<file path="src/rtl/gpio_in_debounce_if.sv">
// Board-input conditioning bus: raw button inputs in, debounced level plus
// rise/fall strobes and per-channel busy flags out.
interface gpio_in_debounce_if #(
  parameter int IO_NUM = 2
);
  logic [IO_NUM-1:0] BTN_IN;
  logic [IO_NUM-1:0] GPIO_IN;
  logic [IO_NUM-1:0] RISE;
  logic [IO_NUM-1:0] FALL;
  logic [IO_NUM-1:0] BUSY;

  modport master (output BTN_IN, input GPIO_IN, RISE, FALL, BUSY);
  modport slave  (input BTN_IN, output GPIO_IN, RISE, FALL, BUSY);
endinterface

</file>
<file path="src/rtl/gpio_in_debounce.sv">
// Per-channel synchroniser plus counter-based debounce filter feeding the
// CoreGPIO GPIO_IN pins, with one-cycle rise/fall strobes.
module gpio_in_debounce #(
  parameter int               IO_NUM          = 2,
  parameter int               SYNC_STAGES     = 2,
  parameter int               DEBOUNCE_CYCLES = 50000,
  parameter logic [IO_NUM-1:0] RESET_VAL      = '0
) (
  input logic               PCLK,
  input logic               PRESETN,
  gpio_in_debounce_if.slave bus
);

  localparam int DEB_EFF = (DEBOUNCE_CYCLES < 1) ? 1 : DEBOUNCE_CYCLES;
  localparam int CW      = $clog2(DEB_EFF + 1);
  localparam logic [CW-1:0] DEB_MAX = CW'(DEB_EFF);

  typedef enum logic {ST_STABLE, ST_COUNT} state_e;

  logic [IO_NUM-1:0] sync_q [SYNC_STAGES];
  logic [IO_NUM-1:0] s_sync;
  state_e            state_q [IO_NUM];
  logic [CW-1:0]     cnt_q   [IO_NUM];
  logic [IO_NUM-1:0] gpio_q;
  logic [IO_NUM-1:0] rise_q;
  logic [IO_NUM-1:0] fall_q;
  logic [IO_NUM-1:0] busy_q;

  assign s_sync = sync_q[SYNC_STAGES-1];

  always_ff @(posedge PCLK or negedge PRESETN) begin
    if (!PRESETN) begin
      // NOTE: the sync chain and per-channel arrays are plain flops, not RAM,
      // so every element is reset explicitly in a loop.
      for (int s = 0; s < SYNC_STAGES; s++) sync_q[s] <= RESET_VAL;
      for (int ch = 0; ch < IO_NUM; ch++) begin
        state_q[ch] <= ST_STABLE;
        cnt_q[ch]   <= '0;
      end
      gpio_q <= RESET_VAL;
      rise_q <= '0;
      fall_q <= '0;
      busy_q <= '0;
    end else begin
      // NOTE: non-blocking assignments let each chain flop sample the
      // previous stage's old value, giving a true shift register.
      sync_q[0] <= bus.BTN_IN;
      for (int s = 1; s < SYNC_STAGES; s++) sync_q[s] <= sync_q[s-1];

      rise_q <= '0;
      fall_q <= '0;

      for (int ch = 0; ch < IO_NUM; ch++) begin
        case (state_q[ch])
          ST_STABLE: begin
            if (s_sync[ch] != gpio_q[ch]) begin
              state_q[ch] <= ST_COUNT;
              cnt_q[ch]   <= CW'(1);
              busy_q[ch]  <= 1'b1;
            end else begin
              cnt_q[ch] <= '0;
            end
          end
          ST_COUNT: begin
            if (s_sync[ch] == gpio_q[ch]) begin
              // Bounced back before qualifying: drop the pending change.
              state_q[ch] <= ST_STABLE;
              cnt_q[ch]   <= '0;
              busy_q[ch]  <= 1'b0;
            end else if (cnt_q[ch] == DEB_MAX) begin
              gpio_q[ch]  <= s_sync[ch];
              rise_q[ch]  <= s_sync[ch];
              fall_q[ch]  <= ~s_sync[ch];
              state_q[ch] <= ST_STABLE;
              cnt_q[ch]   <= '0;
              busy_q[ch]  <= 1'b0;
            end else begin
              cnt_q[ch] <= cnt_q[ch] + 1'b1;
            end
          end
          default: begin
            state_q[ch] <= ST_STABLE;
            cnt_q[ch]   <= '0;
            busy_q[ch]  <= 1'b0;
          end
        endcase
      end
    end
  end

  assign bus.GPIO_IN = gpio_q;
  assign bus.RISE    = rise_q;
  assign bus.FALL    = fall_q;
  assign bus.BUSY    = busy_q;

endmodule
</file>
<file path="src/flat_wrapper.sv">
// flat-port wrapper written by rule: the top's interface ports become plain ports
module gpio_in_debounce_flat 
#(
  parameter int               IO_NUM          = 2,
  parameter int               SYNC_STAGES     = 2,
  parameter int               DEBOUNCE_CYCLES = 50000,
  parameter logic [IO_NUM-1:0] RESET_VAL      = '0
)
  (PCLK, PRESETN, bus_BTN_IN, bus_GPIO_IN, bus_RISE, bus_FALL, bus_BUSY);
  gpio_in_debounce_if #(.IO_NUM(IO_NUM)) bus_i ();
  input logic PCLK;
  input logic PRESETN;
  input wire logic [$bits(bus_i.BTN_IN)-1:0] bus_BTN_IN;
  output wire logic [$bits(bus_i.GPIO_IN)-1:0] bus_GPIO_IN;
  output wire logic [$bits(bus_i.RISE)-1:0] bus_RISE;
  output wire logic [$bits(bus_i.FALL)-1:0] bus_FALL;
  output wire logic [$bits(bus_i.BUSY)-1:0] bus_BUSY;
  assign bus_i.BTN_IN = bus_BTN_IN;
  assign bus_GPIO_IN = bus_i.GPIO_IN;
  assign bus_RISE = bus_i.RISE;
  assign bus_FALL = bus_i.FALL;
  assign bus_BUSY = bus_i.BUSY;
  gpio_in_debounce #(.IO_NUM(IO_NUM), .SYNC_STAGES(SYNC_STAGES), .DEBOUNCE_CYCLES(DEBOUNCE_CYCLES), .RESET_VAL(RESET_VAL)) u_core (.PCLK(PCLK), .PRESETN(PRESETN), .bus(bus_i));
endmodule
</file>
<file path="config.mk">
export PLATFORM = sky130hd
export DESIGN_NAME = gpio_in_debounce_flat
export DESIGN_NICKNAME = d
export VERILOG_FILES = /design/src/rtl/gpio_in_debounce_if.sv /design/src/rtl/gpio_in_debounce.sv /design/src/flat_wrapper.sv
export SDC_FILE = /design/constraint.sdc
export NUM_CORES = 1
export LEC_CHECK = 0
export ABC_CLOCK_PERIOD_IN_PS = 3500
export BUFFER_PORTS_ARGS = -buffer_cell sky130_fd_sc_hd__buf_4
export CAP_MARGIN = 20
export CORE_UTILIZATION = 64
export DETAILED_ROUTE_END_ITERATION = 10
export MAX_ROUTING_LAYER = met4
export PLACE_DENSITY_LB_ADDON = 0.12
export SLEW_MARGIN = 0
export SYNTH_ARGS = -nofsm -noshare
export SYNTH_HDL_FRONTEND = slang
export SYNTH_SLANG_ARGS = --single-unit
</file>
<file path="constraint.sdc">
create_clock -name PCLK -period 3.5 [get_ports PCLK]
set_input_delay 0.525 -clock PCLK [delete_from_list [all_inputs] [get_ports PCLK]]
set_output_delay 0.525 -clock PCLK [all_outputs]
set_load 0.02 [all_outputs]
</file>
After elaboration in Yosys (flattened, before gate mapping)
Cells that the tools add are included.
Storage, ports and cells
  logic and storage cells: 70
  output and inout port bits: 8
  register bits: 46
  input port bits: 4
Operators by class
  reductions and logical operators: 4
  add/sub/neg operators: 2
  equality and inequality tests: 10
  muxes and demuxes: 36
  bitwise gates (word level): 6
Operators by type and width (count)
  $mux W16: 4
  $pmux W16 S2: 2
  $add A16 B1 Y16 const B: 2
  $eq A16 B16 Y1 const B: 2
  $mux W1: 26
  $pmux W1 S2: 4
  $ne A3 B3 Y1 const B: 2
  $not A1 Y1: 6
  $reduce_and A3 Y1: 2
  $ne A2 B1 Y1 const B: 2
  $reduce_and A2 Y1: 2
  $eq A1 B1 Y1: 2
  $ne A1 B1 Y1: 2

Longest topological paths before layout
Gate-level depths: netlist of the first run.
  depth after elaboration: 4
  mapped depth: 7
  depth with buffers taken out: 6

Worst setup path after synthesis of the first run
Ideal clock, no wire load.
  path type: flip-flop to flip-flop
  start: register u_core.cnt_q[0] (netlist name)
  end: register u_core.gpio_q[1], in the netlist u_core.bus.GPIO_IN[1]
  stages on the path, launching flop included: 7
  arrival time: 1.550 ns
  data required time: 3.375 ns
  buffers on the path: 0
  path slack: 1.825 ns
  period minus slack after synthesis: 1.675 ns
  library setup time: 0.125 ns
  path through: dfrtp_1 -> inv_1 -> ha_1 -> nor4b_1 -> nand4_1 -> or2_2 -> mux2_2
On the way
  cells in the longest elaborated chain, start to end: 2
Ends and longest elaborated chain
  from (decl): line gpio_in_debounce.sv:23  | logic [CW-1:0] cnt_q [IO_NUM];
  from (signal, indexed assignment): line gpio_in_debounce.sv:78  | cnt_q[ch] <= cnt_q[ch] + 1'b1;
  $eq A16 B16 Y1: line gpio_in_debounce.sv:70  | end else if (cnt_q[ch] == DEB_MAX) begin
  $reduce_and A3 Y1 (no line)
  to (signal, indexed assignment): line gpio_in_debounce.sv:71  | gpio_q[ch] <= s_sync[ch];
  to (decl): line gpio_in_debounce.sv:24  | logic [IO_NUM-1:0] gpio_q;
No other way between the ends.
A chain may end at the register's enable or synchronous reset.

Final worst setup path of the first run
  start: register u_core.cnt_q[16] (netlist name)
  end: register u_core.cnt_q[28] (netlist name)
On the way
  cells in the longest elaborated chain, start to end: 4
  elaborated cells between the ends (all ways): 5
Ends and longest elaborated chain
  $add A16 B1 Y16 or $eq A16 B16 Y1 (tied branches): line gpio_in_debounce.sv:78, gpio_in_debounce.sv:70
  $mux W16 (*): line gpio_in_debounce.sv:70
  $mux W16 (*): line gpio_in_debounce.sv:65  | if (s_sync[ch] == gpio_q[ch]) begin
  $pmux W16 S2 (*): line gpio_in_debounce.sv:54  | case (state_q[ch])
Every way passes the cells marked *; elsewhere a longest branch is shown, timed or not.

==> impl_metrics.ini, run 1 <==
[outcome]
outcome = finished clean

[setup_path]
worstPathRequired_ns = 3.74
slowest_stage = nand3_1
rr_worst_depth = 6
cp_slowest_stage_delay_ns = 0.48
arrival_ns = 2.31
ff2ff_setup_slack_ns = 1.42
worstReg2RegStart = u_core.cnt_q[16]
rr_endpoint = u_core.cnt_q[28]
critPathKind = reg -> reg
crit_chain = inv_1, ha_1, nor4bb_1, nand4_1, nand3_1, nor2_1
crit_path_start_kind = flop
crit_fanout = 15
endpoint_kind = flop

[clock_network]
ctsResizeCount = 0
htreeDepth = 2
cts_tree = done
clock-root-buffer = clkbuf_4
hold_buffers = 0
numCtsBuffers = 5
cts_setup_buffers = 0
clock_latency_ns = 0.37
path_clk_slew_ns = 0.13
clock_sinks = 46
clockBufferDepth = 2

[global_routing]
grt_max_degree = 47
grt_pass1_vias = 1449
grtUsageTotal_pct = 25.0
grt_pass1_wl_mm = 6.20
antenna_found_initial = 0
overflow = 0

[power_and_ir_drop]
cellPowerDensity_mw_per_mm2 = 389
ir_drop_mv = 0.479
cellLeakagePower_nw = 0.971

[synthesis]
synth_commonest_cells = dfrtp_1 (46), nor2_1 (34), xnor2_1 (19)
synth_top_area_share_pct = 53.8
ys_ff_latch = 46
synth_cells = 206
post-synth-top-count-cell = dfrtp_1
yosys.area.top_type = dfrtp_1
async_flop_share_pct = 100
ys_warn_count = 0
netlist_area_mm2 = 0.00214
seq_area_frac_synth_pct = 53.8
synth-edff-count = 0
ys.flop_type = dfrtp_1
ys_types = 30
ys_top_cells_by_area = dfrtp_1 (54%), xnor2_1 (7.8%), nor2_1 (6.0%)
syn_avg_cell_area_um2 = 10.4
syn_nets = 214

[die]
core_mm2 = 0.00310
die_h_um = 59.8
chipWidth_um = 59.8
dieArea_mm2 = 0.00358
io_pins = 12
start_util_pct = 68.9
fp-row-count = 20

[drt]
dr.pass1.iters = 4
final_antenna_net_count = 0
wl_per_cell_um = 14.1
drc = 0
vias_per_cell = 5.76
vias = 1533
routed_wl_mm = 3.75
drt_iter0_drc = 137

[sta]
fin_setup_tns_ns = 0
slew_headroom_pct = 61.2
rsz0062_at_grt = false
period_share_pct = 59.4
tightest_slew_ns = 0.574
period_needed_ns = 2.08
finalSetupViolations = 0
slew_viol_final = 0
finalHoldViolations = 0
clock-skew-final_ns = 0.0118
max_freq_mhz = 481

[place]
place_area_mm2 = 0.00226
hpwlAfterDp_mm = 2.59
port_buffers = 11
gp_congestion = 0.936

[finish]
diodes = 0
nets = 229
final_area_mm2 = 0.00234
drive_gt1_share_pct = 12.2
areaGrowthSynthToFinish_pct = 9.60

[flow_run]
drv_cap = 0

[hold_path]
min_path_type = in -> async
-- layout make-up --
type / instances / area [µm²]
clock inverter: 3 / 45.0
clock buffer: 5 / 37.5
multi-input combinational: 146 / 931
fill: 223 / 759
tap: 44 / 55.1
sequential: 46 / 1150
timing repair buffer: 11 / 82.6
inverter: 11 / 41.3
-- flip-flops by register name, summed over array words and instances (netlist names) --
signal,flops
u_core.state_q,2
u_core.bus.FALL,2
u_core.bus.GPIO_IN,2
u_core.bus.BUSY,2
u_core.bus.RISE,2
u_core.sync_q,2
u_core.s_sync,2
u_core.cnt_q,32
-- through the flow --
stage / util, % / setup WS (ns) / hold slack [ns] / power [mW] / std cells
final: 75.5 / 1.42 / 0.130 / 0.913 / 266
after global routing: 75.5 / 1.22 / 0.139 / 0.955 / 266
after CTS: 75.5 / 1.42 / 0.112 / 0.930 / 266
after detailed placement: 72.9 / 1.47 / 0.341 / 0.602 / 258
after global placement: 72.9 / 1.62 / 0.332 / 0.600 / 258
after floorplan: - / 1.83 / 0.229 / 0.580 / 206
-- per-layer routing --
metal  routed length [µm]  track usage, %
met5                    0               -
met4                   97            14.0
met3                  135            6.71
met2                 1940            39.8
met1                 1580            28.6
-- kinds of logic (layout without fill, tap and decap cells) --
kind of cell	Yosys count	in the layout	synth area share, %
and+or+nand+nor	104	104	26.7
DFF	46	46	53.8
xor gates and xnor gates	27	27	11.1
buffers and inverters	14	30	2.63
AOI/OAI and AO/OA	9	9	2.34
adders and majority gates	4	4	2.34
muxes	2	2	1.05
-- worst max path at each step --
stage | from | endpoint | slack [ns] | depth (start not counted)
floorplan | u_core.cnt_q[0] | u_core.bus.GPIO_IN[1] | 1.83 | 6
global placement | u_core.cnt_q[0] | u_core.bus.GPIO_IN[1] | 1.62 | 6
detailed placement | u_core.cnt_q[16] | u_core.cnt_q[28] | 1.47 | 6
CTS | u_core.cnt_q[16] | u_core.cnt_q[28] | 1.42 | 6
global route | u_core.cnt_q[16] | u_core.cnt_q[24] | 1.22 | 6
finish | u_core.cnt_q[16] | u_core.cnt_q[28] | 1.42 | 6
-- worst max-delay path, delay by kind of cell (launching register included) --
kind / cells / cell delay (ns)
adder cells (fa/ha/maj): 1 / 0.14
buffers and inverters: 1 / 0.10
flip-flops: 1 / 0.45
AND/OR/NAND/NOR: 4 / 1.26
-- layout by cell type (no fill, tap or decap), types with 2 or more instances in the layout --
cell,instances
clkbuf_4,5
ha_1,4
and2_1,2
buf_4,11
nand3_1,18
nand2_1,8
nor4b_1,5
nor3_1,5
nor4_1,5
inv_1,11
mux2_2,2
nand4_1,8
o21ai_0,4
a21oi_1,3
nor3b_1,5
dfrtp_1,46
and3_1,4
xnor2_1,19
or3_2,2
nor2_1,34
and4_1,2
clkinvlp_4,2
xor2_1,8
-- power by group --
group,switching (mW),internal (mW),total (mW),leakage [nW]
Sequential,0.00985,0.540,0.550,0.619
Combinational,0.0274,0.0136,0.0410,0.315
Clock,0.171,0.150,0.321,0.0374
Total,0.209,0.704,0.913,0.971
No activity file was read; power rests on OpenSTA's default activity.
==> run 2: changes to the inputs <==
--- a/config.mk
+++ b/config.mk
@@ -5,10 +5,10 @@
 export SDC_FILE = /design/constraint.sdc
 export NUM_CORES = 1
 export LEC_CHECK = 0
-export ABC_CLOCK_PERIOD_IN_PS = 3500
+export ABC_CLOCK_PERIOD_IN_PS = 1700
 export BUFFER_PORTS_ARGS = -buffer_cell sky130_fd_sc_hd__buf_4
 export CAP_MARGIN = 20
-export CORE_UTILIZATION = 64
+export CORE_UTILIZATION = 54
 export DETAILED_ROUTE_END_ITERATION = 10
 export MAX_ROUTING_LAYER = met4
 export PLACE_DENSITY_LB_ADDON = 0.12
==> constraint.sdc (replaced) <==
create_clock -name PCLK -period 1.7 [get_ports PCLK]
set_input_delay 0.255 -clock PCLK [delete_from_list [all_inputs] [get_ports PCLK]]
set_output_delay 0.255 -clock PCLK [all_outputs]
set_load 0.02 [all_outputs]
==> run 2 against run 1 <==
  * Sequential cell count unchanged
  * First-iteration DRC count is 13% lower
  * Combinational power grew to 2.8 times the previous value
  * Clock-buffer cell count unchanged
  * Worst setup slack worse by 1.3 ns
  * Clock power increased to 2.6 times the previous value
  * Critical path type unchanged
  * Utilization is 5.2 points lower
  * Largest cell class unchanged
  * Cell area up 12%
  * Total power is 130% higher
  * Die area grew 18%
  * Hold slack got worse by 0.079 ns
  * Register-to-register slack worse by 1.3 ns
==> impl_metrics.ini, run 2 (synthesis gave the netlist of run 1 again) <==
[global_routing]
grt_pass1_vias = 1554
antenna_found_initial = 0
grtUsageTotal_pct = 22.6
grt_pass1_wl_mm = 7.07
grt_max_degree = 47
overflow = 0

[sta]
tightest_slew_ns = 0.554
slew_headroom_pct = 63.0
slew_viol_final = 0
max_freq_mhz = 626
clock-skew-final_ns = 0.0127
finalHoldViolations = 0
finalWorstSetupSlack_ns = 0.103
rsz0062_at_grt = true
hold_slack_ns = 0.0510
fin_setup_tns_ns = 0
period_share_pct = 93.9
period_needed_ns = 1.60
finalSetupViolations = 0

[flow_run]
drv_cap = 0

[setup_path]
endpoint_kind = flop
worstPathRequired_ns = 1.90
slowest_stage = dfrtp_1
cp_slowest_stage_delay_ns = 0.38
crit_path_start_kind = flop
arrival_ns = 1.79
crit_chain = inv_1, ha_1, nor4b_2, nand4_1, or2_4, mux2_2
critPathKind = reg -> reg
crit_fanout = 5
rr_worst_depth = 6

[place]
place_area_mm2 = 0.00242
port_buffers = 11
dp_cells = 281
gp_congestion = 0.902
hpwlAfterDp_mm = 2.83
pre_cts_ws_ns = -0.00477

[die]
core_mm2 = 0.00372
chipWidth_um = 64.9
start_util_pct = 57.5
io_pins = 12
fp-row-count = 22
die_h_um = 64.9
dieArea_mm2 = 0.00422

[drt]
wl_per_cell_um = 14.0
drc = 0
dr.pass1.iters = 4
routed_wl_mm = 4.08
vias = 1595
vias_per_cell = 5.48
final_antenna_net_count = 0
drt_iter0_drc = 119

[finish]
final_area_mm2 = 0.00262
layout_commonest_cell = dfrtp_1
fillCellCount = 260
regMostFlops = u_core.cnt_q
areaGrowthSynthToFinish_pct = 22.3
largest_reg_flops = 32
layout_common_cells = dfrtp_1 (46), nor2_1 (34), buf_4 (30)
nets = 250
drive_gt1_share_pct = 23.0
stdcell_count = 291
diodes = 0

[power_and_ir_drop]
p_int_mw = 1.60
cellLeakagePower_nw = 1.11
combPwrFrac_pct = 5.5
clkPwrFrac_pct = 40.1
pwr-share-seq_pct = 54.3
swShare_pct = 23.0
ir_drop_mv = 0.682
power.switching_uw = 476
cellPowerDensity_mw_per_mm2 = 792

[clock_network]
htreeDepth = 2
clock_sinks = 46
numCtsBuffers = 5
clockBufferDepth = 2
clock_latency_ns = 0.31
path_clk_slew_ns = 0.09
clock-root-buffer = clkbuf_8
cts_tree = done

[hold_path]
hold_depth = 1
min_path_type = in -> reg

[outcome]
outcome = finished clean
## run 2: cell type report
| type | instances | area, µm² | area share, % |
|---|---|---|---|
| inverters | 11 | 41.3 | 1.58 |
| multi-input cells | 146 | 993 | 38.0 |
| clock inverters | 3 | 45.0 | 1.72 |
| well taps | 48 | 60.1 | 2.30 |
| repair buffers | 32 | 255 | 9.76 |
| flip-flops and latches | 46 | 1150 | 44.0 |
| clock buffers | 5 | 68.8 | 2.63 |
## run 2: per-layer routing
metal  routed length (µm)  vias up  track usage [%]
li1                     -      788                -
met1                 1980      778             30.3
met2                 1910       26             34.6
met3                  159        3             5.28
met4                   29        0             6.11
met5                    0        -                -
## run 2: power groups by stage
| stage | Clock, mW | Sequential (mW) | Combinational (mW) |
|---|---|---|---|
| CTS | 0.850 | 1.12 | 0.114 |
| floorplan | 0 | 1.15 | 0.0391 |
| detailed placement | 0 | 1.15 | 0.112 |
| finish | 0.831 | 1.13 | 0.115 |
| global route | 0.891 | 1.13 | 0.129 |
| global placement | 0 | 1.15 | 0.109 |
## run 2: path summary, 6_finish.rpt
path | start | endpoint | slack [ns]
max | u_core.cnt_q[0] | u_core.bus.GPIO_IN[1] | 0.10
min | bus_BTN_IN[0] | u_core.sync_q[2] | 0.05
max reg2reg | u_core.cnt_q[0] | u_core.bus.GPIO_IN[1] | 0.10
min reg2reg | u_core.sync_q[2] | u_core.s_sync[0] | 0.35
max in group asynchronous | PRESETN | u_core.cnt_q[5] | 0.85
min in group asynchronous | PRESETN | u_core.cnt_q[13] | 0.46
## run 2: stage by stage
step	utilization (%)	power, mW
after floorplan	-	1.19
after global placement	65.2	1.25
after detailed placement	65.2	1.26
after CTS	68.6	2.09
after global routing	70.4	2.15
final	70.4	2.07
## run 2: worst max-delay path, delay by kind of cell (launching register included)
kind / cells / cell delay, ns
adders and majority gates: 1 / 0.15
buffers and inverters: 1 / 0.07
muxes: 1 / 0.27
DFF: 1 / 0.38
and+or+nand+nor: 3 / 0.62
## run 2: repair_timing
item / 4_1_cts / 5_1_grt
hold buffers: 1 / 0
setup endpoints to repair: 1 / 25
hold endpoints to repair: 46 / 0
setup buffers: 0 / 1
pin swaps: 0 / 4
resized for setup: 1 / 10
